## config.mk

```make
export PLATFORM = sky130hd
export DESIGN_NAME = axis_rr_arbiter
export DESIGN_NICKNAME = d
export VERILOG_FILES = /design/src/rtl/axis_arb_pkg.sv /design/src/rtl/rr_pick.sv /design/src/rtl/axis_rr_arbiter.sv
export SDC_FILE = /design/constraint.sdc
export NUM_CORES = 1
export LEC_CHECK = 0
export ABC_AREA = 0
export CAP_MARGIN = 20
export CORE_ASPECT_RATIO = 1.1
export CORE_MARGIN = 1
export CORE_UTILIZATION = 37
export DETAILED_ROUTE_END_ITERATION = 6
export PLACE_DENSITY_LB_ADDON = 0.25
export SETUP_SLACK_MARGIN = 0.3
export SYNTH_ARGS = -nofsm -noshare
export SYNTH_HDL_FRONTEND = slang
export SYNTH_HIERARCHICAL = 1
export SYNTH_SLANG_ARGS = --single-unit
```

## constraint.sdc

```tcl
create_clock -name clk -period 3.2 [get_ports clk]
set_input_delay 0.48 -clock clk [delete_from_list [all_inputs] [get_ports clk]]
set_output_delay 0.48 -clock clk [all_outputs]
set_load 0.02 [all_outputs]
```

## src/rtl/axis_arb_pkg.sv

```systemverilog
// axis_arb_pkg: shared beat struct (default widths) and round-robin pointer increment
package axis_arb_pkg;
  localparam int AXIS_DATA_W = 8;
  localparam int AXIS_ID_W = 4;
  localparam int AXIS_DEST_W = 4;
  typedef struct packed {
    logic [AXIS_DATA_W-1:0] data;
    logic [AXIS_ID_W-1:0]   id;
    logic [AXIS_DEST_W-1:0] dest;
    logic                   last;
  } axis_beat_t;
  function automatic int rr_next(input int ptr, input int n);
    return ptr == n - 1 ? 0 : ptr + 1;
  endfunction
endpackage

```

## src/rtl/rr_pick.sv

```systemverilog
// rr_pick: first set req at or after ptr (wrapping); ports req/ptr in, gnt_valid/gnt_idx out
module rr_pick #(
  parameter int N = 4,
  localparam int W = $clog2(N)
) (
  input  logic [N-1:0] req,
  input  logic [W-1:0] ptr,
  output logic         gnt_valid,
  output logic [W-1:0] gnt_idx
);
  always_comb begin
    gnt_valid = 1'b0;
    gnt_idx = '0;
    for (int k = N - 1; k >= 0; k--)
      if (req[(int'(ptr) + k) % N]) begin
        gnt_valid = 1'b1;
        gnt_idx = W'((int'(ptr) + k) % N);
      end
  end
endmodule

```

## src/rtl/axis_rr_arbiter.sv

```systemverilog
// axis_rr_arbiter: NUM_CH-to-1 AXI4-Stream round-robin merge (s_* slaves, m_* master, m_tsrc = source); AXIS_ARB_PKT_LOCK_EN holds grant for a whole packet
module axis_rr_arbiter
  import axis_arb_pkg::*;
#(
  parameter int NUM_CH = 4,
  parameter int DATA_W = AXIS_DATA_W,
  parameter int ID_W = AXIS_ID_W,
  parameter int DEST_W = AXIS_DEST_W,
  localparam int SRC_W = $clog2(NUM_CH)
) (
  input  logic                     clk,
  input  logic                     rst,
  input  logic [NUM_CH*DATA_W-1:0] s_tdata,
  input  logic [NUM_CH-1:0]        s_tvalid,
  input  logic [NUM_CH*ID_W-1:0]   s_tid,
  input  logic [NUM_CH*DEST_W-1:0] s_tdest,
  input  logic [NUM_CH-1:0]        s_tlast,
  output logic [NUM_CH-1:0]        s_tready,
  output logic [DATA_W-1:0]        m_tdata,
  output logic                     m_tvalid,
  output logic [ID_W-1:0]          m_tid,
  output logic [DEST_W-1:0]        m_tdest,
  output logic                     m_tlast,
  output logic [SRC_W-1:0]         m_tsrc,
  input  logic                     m_tready
);
  axis_beat_t beat_q, beat_d;
  logic m_tvalid_q, m_tvalid_d, locked_q, locked_d;
  logic [SRC_W-1:0] tsrc_q, tsrc_d, rr_ptr_q, rr_ptr_d, grant_idx_q, grant_idx_d, pick_idx, g;
  logic pick_v, gnt_v, ld_en, xfer;
  rr_pick #(.N(NUM_CH)) u_pick (
    .req(s_tvalid),
    .ptr(rr_ptr_q),
    .gnt_valid(pick_v),
    .gnt_idx(pick_idx)
  );
  always_comb begin
    ld_en = !m_tvalid_q || m_tready;
    gnt_v = locked_q || pick_v;
    g = locked_q ? grant_idx_q : pick_idx;
    xfer = gnt_v && ld_en && s_tvalid[g];
    // ready is held low while reset is asserted even though ld_en is already 1
    s_tready = (gnt_v && ld_en && !rst) ? NUM_CH'(1) << g : '0;
    beat_d = xfer ? {s_tdata[g*DATA_W +: DATA_W], s_tid[g*ID_W +: ID_W], s_tdest[g*DEST_W +: DEST_W], s_tlast[g]} : beat_q;
    tsrc_d = xfer ? g : tsrc_q;
    m_tvalid_d = xfer || (m_tvalid_q && !ld_en);
`ifdef AXIS_ARB_PKT_LOCK_EN
    locked_d = xfer ? !s_tlast[g] : locked_q;
    grant_idx_d = xfer ? g : grant_idx_q;
    rr_ptr_d = (xfer && s_tlast[g]) ? SRC_W'(rr_next(int'(g), NUM_CH)) : rr_ptr_q;
`else
    locked_d = 1'b0;
    grant_idx_d = grant_idx_q;
    rr_ptr_d = xfer ? SRC_W'(rr_next(int'(g), NUM_CH)) : rr_ptr_q;
`endif
  end
  always_ff @(posedge clk or posedge rst)
    if (rst) begin
      beat_q <= '0;
      m_tvalid_q <= 1'b0;
      tsrc_q <= '0;
      rr_ptr_q <= '0;
      locked_q <= 1'b0;
      grant_idx_q <= '0;
    end else begin
      beat_q <= beat_d;
      m_tvalid_q <= m_tvalid_d;
      tsrc_q <= tsrc_d;
      rr_ptr_q <= rr_ptr_d;
      locked_q <= locked_d;
      grant_idx_q <= grant_idx_d;
    end
  assign m_tdata = beat_q.data;
  assign m_tid = beat_q.id;
  assign m_tdest = beat_q.dest;
  assign m_tlast = beat_q.last;
  assign m_tvalid = m_tvalid_q;
  assign m_tsrc = tsrc_q;
endmodule

```

==> key figures, run 1 <==
Outcome
  • Status: complete, no violations

Logic synthesis
  • Register area share after synthesis: 35.6%
  • Mapped Area: 1550 sq um
  • Warning count from the yosys run: 6
  • FFs w/ async S/R, synth: between 90% and 100%
  • FF+latch count, synth: 22
  • Syn Inst Count: 105
  • Ys flop type: dfrtp_1
  • Mean Syn Cell Area: 14.7 sq um
  • Syn Nets: 184
  • Distinct cells, synth: 25
  • Number of synthesized flops with an enable pin: 0

Setup path
  • CP Capture Type: flip-flop
  • Critical Path Sink: m_tdata[5]
  • CP required: 3350 ps
  • Worst Path Class, Setup: input pin to flip-flop
  • RR Endpoint: m_tdata[5]
  • Worst-path fanout max: 11
  • Crit path DAT: 3010 ps
  • Worst setup SP type: input pin
  • Worst Reg2Reg Path Length in Cells: 10
  • CP startpoint: s_tvalid[3]
  • Reg2reg start: rr_ptr_q[0]
  • Setup slack, reg-to-reg: 660 ps

Timing
  • Final Max Slew Viols: 0
  • Achievable Freq: 0.350 GHz
  • Fin worst setup slack: 341 ps
  • Slew margin rel.: 80.5%
  • Setup Viol. Count Final: 0
  • Skew final: 2.94 ps
  • Worst slew pin tran: 284 ps
  • Setup tns final: 0 ps
  • RSZ-0062 raised after global routing: false
  • Hold Slack: between 500 and 600 ps
  • Final Cycle Share: 89.4%
  • Hold Violations, Final: 0
  • Min cycle time layout: roughly 2900 ps

Floorplanning
  • Die Y: 69.8 um
  • Rows: 24
  • Total core area: 3990 sq um
  • Die Area: roughly 4400 sq um
  • Starting Density: 38.8%
  • Die width: between 60 and 70 um
  • IO Pins: between 90 and 100

Detailed routing
  • DRC: 0
  • Post-DRT Antenna Nets: 0
  • 1st-pass router iterations: 4
  • DR vias: 1333
  • Wire per inst: 16.4 um
  • DRT Wirelength: 4.29 mm
  • Routed vias/inst: 5.09
  • DRT iter0 DRCs: between 40 and 50

Placed design
  • DP Area: 2610 sq um
  • Port Buf Inserts: a little under 100
  • RePlAce Congestion: 0.860
  • Detail Placement HPWL: approximately 3.4 mm
  • Setup WS pre-CTS: between 150 and 200 ps

Power
  • Sequential share of power: approximately a quarter
  • PwrDens: 824 nW/um^2
  • Net Sw Frac: 35.1%
  • Clk network pwr share: 11.6%
  • VDD IR max: 0.000427 V
  • NetSw: 0.783 mW
  • Leak pwr: between 1 and 1.5 nW
  • Comb power frac: around 65%
  • Internal power: 1.45 mW

Global route
  • Vias in the first global route: between 1000 and 1500
  • Initial antenna violation count: 0
  • Largest net degree at the start of global routing: 23
  • GR Overflow Total: 0
  • Global-route wire length before repair: roughly 6.7 mm
  • Aggregate global-route resource usage: 19.4%

CTS
  • Clk root buf: clkbuf_8
  • CTS H-tree lvls: 1
  • CTS tree: yes
  • Worst-path clk slew: 80 ps
  • # clock sinks: 22
  • CTS buffer count: 3
  • Clock latency on the worst-skew pair: 260 ps
  • CTS hold repair buffers: 0
  • Clock Path Buffers: 2

Finish
  • Diodes inserted: 0
  • Final #Nets: 290
  • Most common cell after layout, fill and taps aside: clkdlybuf4s50_1
  • Ratio of cells with drive above 1 in the final layout: 26.7%
  • Area grow syn2layout: 75.0%
  • Most frequent cells in the layout: clkdlybuf4s50_1 (94), dfrtp_1 (22), mux2_4 (19), mux4_2 (17)
  • Filler instances: 300
  • Design area: 2710 sq um
  • Register Area: 551 sq um
  • Footprint of the multi-input gates: 941 sq um

Run
  • MaxCap Viol Count: 0

Min path
  • Worst Hold Class: flip-flop to flip-flop
flip-flops by register name (all words and copies together), names as in the netlist:
name	cells
m_tdata	8
m_tdest	4
m_tid	4
m_tsrc	2
rr_ptr_q	2
m_tlast	1
m_tvalid	1
cells in the mapped netlist (2+ instances only):
cell type | number | area, sq um
a21oi_1 | 2 | 10.0
inv_1 | 7 | 26.3
mux2_4 | 19 | 285
buf_2 | 4 | 20.0
dfrtp_1 | 22 | 551
and2_1 | 4 | 25.0
buf_8 | 2 | 30.0
ha_1 | 4 | 50.1
nand2b_1 | 3 | 18.8
nand2_1 | 2 | 7.51
mux4_2 | 17 | 383
mux2i_1 | 2 | 20.0
nor2_1 | 5 | 18.8
how the worst min path moves through the flow:
stage	slack, ps	depth (start not counted)	from	endpoint
6_report	520	1	m_tdest[0]	m_tdest[0]
5_1_grt	530	1	m_tdata[5]	m_tdata[5]
2_1_floorplan	470	1	rst	m_tdata[0]
3_3_place_gp	500	1	m_tlast	m_tlast
3_5_place_dp	500	1	m_tdata[6]	m_tdata[6]
4_1_cts	520	1	m_tdest[0]	m_tdest[0]
worst max-delay path, cell delays in order:
cell and delay, ps:
clkdlybuf4s50_1 480, nand2b_1 210, a211oi_2 250, nor2_2 80, buf_4 160, buf_4 180
mux2i_1 160, a221oi_2 290, o21a_2 220, buf_6 180, mux2_4 320
metrics by stage:
stage | util, % | cells | power (mW)
global route | 67.8 | 262 | 2.35
CTS | 67.3 | 262 | 2.23
finish | 67.8 | 262 | 2.23
floorplan | - | 105 | 1.44
detailed placement | 65.3 | 256 | 1.95
global placement | 65.3 | 256 | 1.91
layout make-up:
type | count | share of cell area [%]
clock inverters | 1 | 1.11
clock buffers | 3 | 1.52
repair buffers | 107 | 38.9
flip-flops and latches | 22 | 20.3
multi-input cells | 70 | 34.7
well taps | 52 | 2.40
inverters | 7 | 0.970
cells by family after synthesis:
family	count (synthesis)	synth area share, %
AO/OA/AOI/OAI	10	5.34
adder cells (fa/ha/maj)	4	3.23
buffers and inverters	13	4.93
flip-flops	22	35.6
multiplexers	39	45.2
AND/OR/NAND/NOR	17	5.74
metal layers:
layer	global-route usage [%]	up-vias	wire length [um]
met5	0	-	0
met4	5.81	0	70
met3	4.28	8	365
met2	35.9	79	2180
met1	21.7	640	1670
li1	-	606	-
power groups by stage:
| stage | Clock, mW | Sequential [mW] | Combinational, mW |
|---|---|---|---|
| floorplan | 0 | 0.673 | 0.769 |
| global placement | 0 | 0.525 | 1.39 |
| detailed placement | 0 | 0.531 | 1.42 |
| CTS | 0.265 | 0.529 | 1.44 |
| global route | 0.277 | 0.547 | 1.52 |
| finish | 0.258 | 0.532 | 1.44 |
repair_timing:
| action | in CTS | in global routing |
|---|---|---|
| endpoints found under the hold margin | 0 | 0 |
| pin swaps | 2 | 0 |
| setup buffers | 2 | 0 |
| gates resized for setup | 3 | 5 |
| setup endpoints to repair | 4 | 22 |
Note: power is estimated with default switching activity, not from simulation.
==> inputs of run 2 (changes only) <==
- RECOVER_POWER: default -> 100
==> key figures, run 2 (synthesis gave the netlist of run 1 again) <==
Power
  • Sequential share of power: 25.4% (+1.6 points)
  • NetSw: 0.749 mW (-4.4%)
  • Clk network pwr share: 12.7% (+1.1 points)
  • Internal power: 1.29 mW (-11%)
  • Leak pwr: 1.09 nW (-5.9%)
  • Comb power frac: 61.9% (-2.7 points)
  • PwrDens: 774 nW/um^2 (-6.1%)
  • Net Sw Frac: 36.7% (+1.6 points)
  • VDD IR max: 0.000375 V (-12%)

Setup path
  • Crit path DAT: 3090 ps (+80 ps)
  • CP Capture Type: flip-flop
  • Worst Path Class, Setup: input pin to flip-flop
  • Worst setup SP type: input pin
  • CP required: 3350 ps (about the same)
  • Worst-path fanout max: 9 (-2)

Timing
  • Final Cycle Share: 92.0% (+2.7 points)
  • Worst slew pin tran: 1180 ps (+894 ps)
  • Skew final: 3.54 ps (+0.602 ps)
  • Setup Viol. Count Final: 0 (unchanged)
  • Setup tns final: 0 ps (unchanged)
  • Slew margin rel.: 21.4% (-59 points)
  • RSZ-0062 raised after global routing: false
  • Final Max Slew Viols: 0 (unchanged)
  • Hold Violations, Final: 0 (unchanged)
  • Achievable Freq: 0.340 GHz (-2.9%)
  • Min cycle time layout: 2950 ps (+86.1 ps)
  • Hold Slack: 491 ps (-27.8 ps)

Floorplanning
  • Die Y: 69.8 um (unchanged)
  • Rows: 24 (unchanged)
  • Die Area: 4450 sq um (unchanged)
  • IO Pins: 99 (unchanged)
  • Total core area: 3990 sq um (unchanged)
  • Die width: 63.7 um (unchanged)
  • Starting Density: 38.8% (unchanged)

Placed design
  • RePlAce Congestion: 0.860 (unchanged)
  • Placed Cells: 256 (unchanged)
  • Port Buf Inserts: 98 (unchanged)
  • Detail Placement HPWL: 3.40 mm (unchanged)

Global route
  • Grt met3 use: 4.28% (unchanged)
  • Vias in the first global route: 1453 (unchanged)
  • M1 GR Usage: 21.7% (unchanged)
  • Initial antenna violation count: 0 (unchanged)
  • Global-route wire length before repair: 6.73 mm (unchanged)
  • Largest net degree at the start of global routing: 23 (unchanged)
  • M2 GR Usage: 35.9% (unchanged)
  • Aggregate global-route resource usage: 19.4% (unchanged)
  • Busiest layer in global routing: met2
  • GR Overflow Total: 0 (unchanged)

Detailed routing
  • DRC: 0 (unchanged)
  • DRT Wirelength: 4.21 mm (-1.7%)
  • DRT iter0 DRCs: 31 (-31%)
  • Wire per inst: 16.1 um (-1.7%)
  • Post-DRT Antenna Nets: 0 (unchanged)
  • DR vias: 1345 (+0.90%)
  • Routed vias/inst: 5.13 (+0.90%)
  • 1st-pass router iterations: 4 (unchanged)

CTS
  • Worst-path clk slew: 80 ps (about the same)
  • CTS buffer count: 3 (unchanged)
  • Clock Path Buffers: 2 (unchanged)
  • CTS tree: yes
  • CTS H-tree lvls: 1 (unchanged)
  • Clock latency on the worst-skew pair: 260 ps (about the same)
  • CTS hold repair buffers: 0 (unchanged)
  • # clock sinks: 22 (unchanged)
  • Clk root buf: clkbuf_8

Finish
  • Max reg flops: 8 (unchanged)
  • Area grow syn2layout: 70.3%
  • Most frequent cells in the layout: clkdlybuf4s50_1 (73), dfrtp_1 (22), dlygate4sd3_1 (21), mux4_2 (17), mux2_1 (13)
  • Diodes inserted: 0 (unchanged)
  • Final #Nets: 290 (unchanged)
  • Ratio of cells with drive above 1 in the final layout: 19.0% (-7.6 points)
  • Most common cell after layout, fill and taps aside: clkdlybuf4s50_1
  • Final Non-Filler Cells: 262 (unchanged)
  • Final core occ: 66.0% (-1.8 points)

Outcome
  • Status: complete, no violations

Run
  • MaxCap Viol Count: 0 (unchanged)

Min path
  • Worst Hold Class: flip-flop to flip-flop
-- run 2: changes by cell type in the layout (fill, tap and decap cells not counted), sizes merged --
cell / before / now
clkbuf: 3 / 5
buf: 9 / 8
dlymetal6s2s: 1 / 0
dlygate4sd3: 0 / 21
clkdlybuf4s50: 94 / 73
-- run 2: area by class of cell --
type                       count  area [sq um]
tap                           52          65.1
multi-input combinational     70           881
sequential                    22           551
fill                         326          1360
clock inverter                 1          30.0
inverter                       7          26.3
clock buffer                   3          41.3
timing repair buffer         107          1040
-- run 2: power groups by stage --
stage / clock (mW) / sequential [mW] / combinational, mW
2_1_floorplan: 0 / 0.673 / 0.769
3_3_place_gp: 0 / 0.525 / 1.39
3_5_place_dp: 0 / 0.531 / 1.42
4_1_cts: 0.265 / 0.529 / 1.44
5_1_grt: 0.277 / 0.533 / 1.35
6_report: 0.258 / 0.518 / 1.26
-- run 2: metrics by stage --
stage / power [mW] / cell area, sq um / setup slack (ps)
after global routing: 2.16 / 2640 / 170
final: 2.04 / 2640 / 255
after CTS: 2.23 / 2690 / 317
after global placement: 1.91 / 2610 / 250
after floorplan: 1.44 / 1550 / 836
after detailed placement: 1.95 / 2610 / 151
-- run 2: what timing repair did --
item	CTS	global route
gates resized for setup	3	5
setup endpoints to repair	4	22
buffers inserted	2	0
pin swaps	2	0
-- run 2: path summary, 6_finish.rpt --
kind / from / endpoint / slack (ps) / depth (start not counted)
worst max register to register: rr_ptr_q[1] / m_tdata[2] / 530 / 10
max in group asynchronous: rst / m_tdest[1] / 1450 / 3
worst min register to register: m_tdata[6] / m_tdata[6] / 490 / 1
min in group asynchronous: rst / m_tsrc[0] / 1050 / 3
worst max-delay path: s_tvalid[3] / m_tdata[2] / 250 / 11
worst min-delay path: m_tdata[6] / m_tdata[6] / 490 / 1
-- run 2: worst max-delay path: stages --
cell and delay, ps:
clkdlybuf4s50_1 480, nand2b_1 210, a211oi_2 250, nor2_2 80, buf_4 160, buf_4 170, mux2i_1 150, a221oi_1 370
o21a_2 240, buf_6 160, mux2_1 340
-- run 2: per-layer routing --
layer  share of wire (%)  vias up
met5                   0        -
met4                 1.7        0
met3                 9.0        8
met2                  51       86
met1                  38      642
li1                    -      609
==> inputs of run 3 (changes only) <==
- GPL_TIMING_DRIVEN: default -> 0
==> key figures, run 3 (synthesis gave the netlist of run 1 again) <==
Outcome
  • Status: complete, no violations

Setup path
  • Crit path DAT: 2440 ps (-650 ps)
  • Setup slack, reg-to-reg: 500 ps (-30 ps)
  • Worst-path fanout max: 10 (+1)
  • CP required: 2720 ps (-630 ps)
  • Reg2reg start: rr_ptr_q[1]
  • CP Capture Type: output port
  • Cells along the critical path: dlygate4sd3_1 -> nand2b_1 -> a21oi_1 -> a211oi_4 -> buf_6 -> inv_1 -> ha_1 -> and2_1 -> dlygate4sd2_1
  • Crit-path max cell delay: 600 ps (+120 ps)
  • RR Endpoint: m_tdata[7]
  • Slowest-stage cell, CP: dlygate4sd3_1
  • Worst Path Class, Setup: input pin to output port
  • Worst setup SP type: input pin
  • Worst Reg2Reg Path Length in Cells: 10 (unchanged)

Detailed routing
  • DR vias: 1380 (+2.6%)
  • Routed vias/inst: 5.23 (+1.8%)
  • DRC: 0 (unchanged)
  • Post-DRT Antenna Nets: 0 (unchanged)
  • Wire per inst: 16.4 um (+2.2%)
  • DRT iter0 DRCs: 26 (-16%)
  • 1st-pass router iterations: 4 (unchanged)
  • DRT Wirelength: 4.34 mm (+3.0%)

Finish
  • Diodes inserted: 0 (unchanged)
  • Footprint of the multi-input gates: 875 sq um (-0.71%)
  • Design area: 2660 sq um (+0.81%)
  • Register Area: 551 sq um (unchanged)
  • Most frequent cells in the layout: clkdlybuf4s50_1 (69), dlygate4sd3_1 (22), dfrtp_1 (22), mux4_2 (17), mux2_1 (17)
  • Area grow syn2layout: 71.7%
  • Most common cell after layout, fill and taps aside: clkdlybuf4s50_1
  • Ratio of cells with drive above 1 in the final layout: 20.3% (+1.2 points)
  • Max reg flops: 8 (unchanged)
  • Final #Nets: 292 (+0.69%)
  • Filler instances: 323 (-0.92%)

Timing
  • Min cycle time layout: 2920 ps (-23.3 ps)
  • Skew final: 1.02 ps (-2.52 ps)
  • Final Cycle Share: 91.3% (-0.73 points)
  • Slew margin rel.: 61.4% (+40 points)
  • Final Max Slew Viols: 0 (unchanged)
  • Achievable Freq: 0.342 GHz (+0.80%)
  • Setup Viol. Count Final: 0 (unchanged)
  • Hold Violations, Final: 0 (unchanged)
  • Worst slew pin tran: 576 ps (-603 ps)
  • RSZ-0062 raised after global routing: false

Global route
  • Initial antenna violation count: 0 (unchanged)
  • Global-route wire length before repair: 7.01 mm (+4.1%)
  • GR Overflow Total: 0 (unchanged)
  • Largest net degree at the start of global routing: 14 (-39%)
  • Aggregate global-route resource usage: 20.6% (+1.2 points)
  • Vias in the first global route: 1487 (+2.3%)

CTS
  • CTS H-tree lvls: 1 (unchanged)
  • Clock latency on the worst-skew pair: 270 ps (about the same)
  • CTS hold repair buffers: 0 (unchanged)
  • Clk root buf: clkbuf_8
  • CTS buffer count: 3 (unchanged)
  • Worst-path clk slew: 80 ps (about the same)
  • CTS tree: yes
  • Clock Path Buffers: 2 (unchanged)
  • # clock sinks: 22 (unchanged)

Run
  • MaxCap Viol Count: 0 (unchanged)

Floorplanning
  • Total core area: 3990 sq um (unchanged)
  • IO Pins: 99 (unchanged)
  • Die Y: 69.8 um (unchanged)
  • Die width: 63.7 um (unchanged)
  • Starting Density: 38.8% (unchanged)
  • Die Area: 4450 sq um (unchanged)
  • Rows: 24 (unchanged)

Placed design
  • Detail Placement HPWL: 3.28 mm (-3.7%)
  • DP Area: 2590 sq um (-0.48%)
  • Port Buf Inserts: 98 (unchanged)
  • RePlAce Congestion: 0.782 (-9.0%)

Min path
  • Hold path startpoint: m_tid[1]
  • Worst Hold Class: flip-flop to flip-flop
  • Hold depth: 1 (unchanged)
  • Endpoint, Worst Hold: m_tid[1]

Power
  • PwrDens: 758 nW/um^2 (-2.0%)
  • Pwr Total: 2.01 mW (-1.2%)
  • VDD IR max: 0.000441 V (+18%)
  • Leak pwr: 1.11 nW (+1.9%)
## run 3: area by class of cell
class	count	area share, %
sequential	22	20.7
buffer	6	1.84
clock inverter	1	1.13
tap	52	2.45
inverter	7	1.13
timing repair inverter	1	0.188
multi-input combinational	70	32.9
timing repair buffer	102	38.1
clock buffer	3	1.55
## run 3: worst max-delay path: cells and delay by family
kind                       cells  cell delay (ps)
and+or+nand+nor                2              240
adders and majority gates      1              180
buffers and inverters          4             1190
AOI/OAI and AO/OA              2              340
## run 3: metal layers
metal	up-vias	routed length, um	global-route usage (%)
met5	-	0	0
met4	0	96	7.07
met3	10	338	3.62
met2	85	2260	37.5
met1	672	1640	23.9
li1	613	-	-
## run 3: what timing repair did
action,4_1_cts,5_1_grt
endpoints found under the setup margin,4,3
pin swaps,2,3
gates cloned,1,0
setup buffers,2,2
gates resized for setup,16,7
## run 3: through the flow
stage                     hold slack, ps  setup TNS, ps  util [%]  setup slack, ps  instances
after global routing                 510              0      66.5              215        264
after global placement               494          -1090      64.9             -380        255
final                                486              0      66.5              278        264
after floorplan                      475              0         -              836        105
after detailed placement             497          -1400      64.9             -492        255
after CTS                            521              0      68.1              203        262
## run 3: worst max-delay path by stage
stage / startpoint / end / cells past startpoint
floorplan: s_tvalid[1] / s_tready[1] / 8
global placement: s_tvalid[1] / s_tready[1] / 10
detailed placement: s_tvalid[1] / s_tready[0] / 10
finish: s_tvalid[2] / s_tready[2] / 9
global route: s_tvalid[2] / s_tready[2] / 9
CTS: s_tvalid[1] / s_tready[0] / 10
## run 3: power breakdown
group          internal (mW)  switching (mW)  total [mW]
Combinational          0.672           0.566        1.24
Sequential             0.424          0.0900       0.514
Clock                  0.167          0.0956       0.263
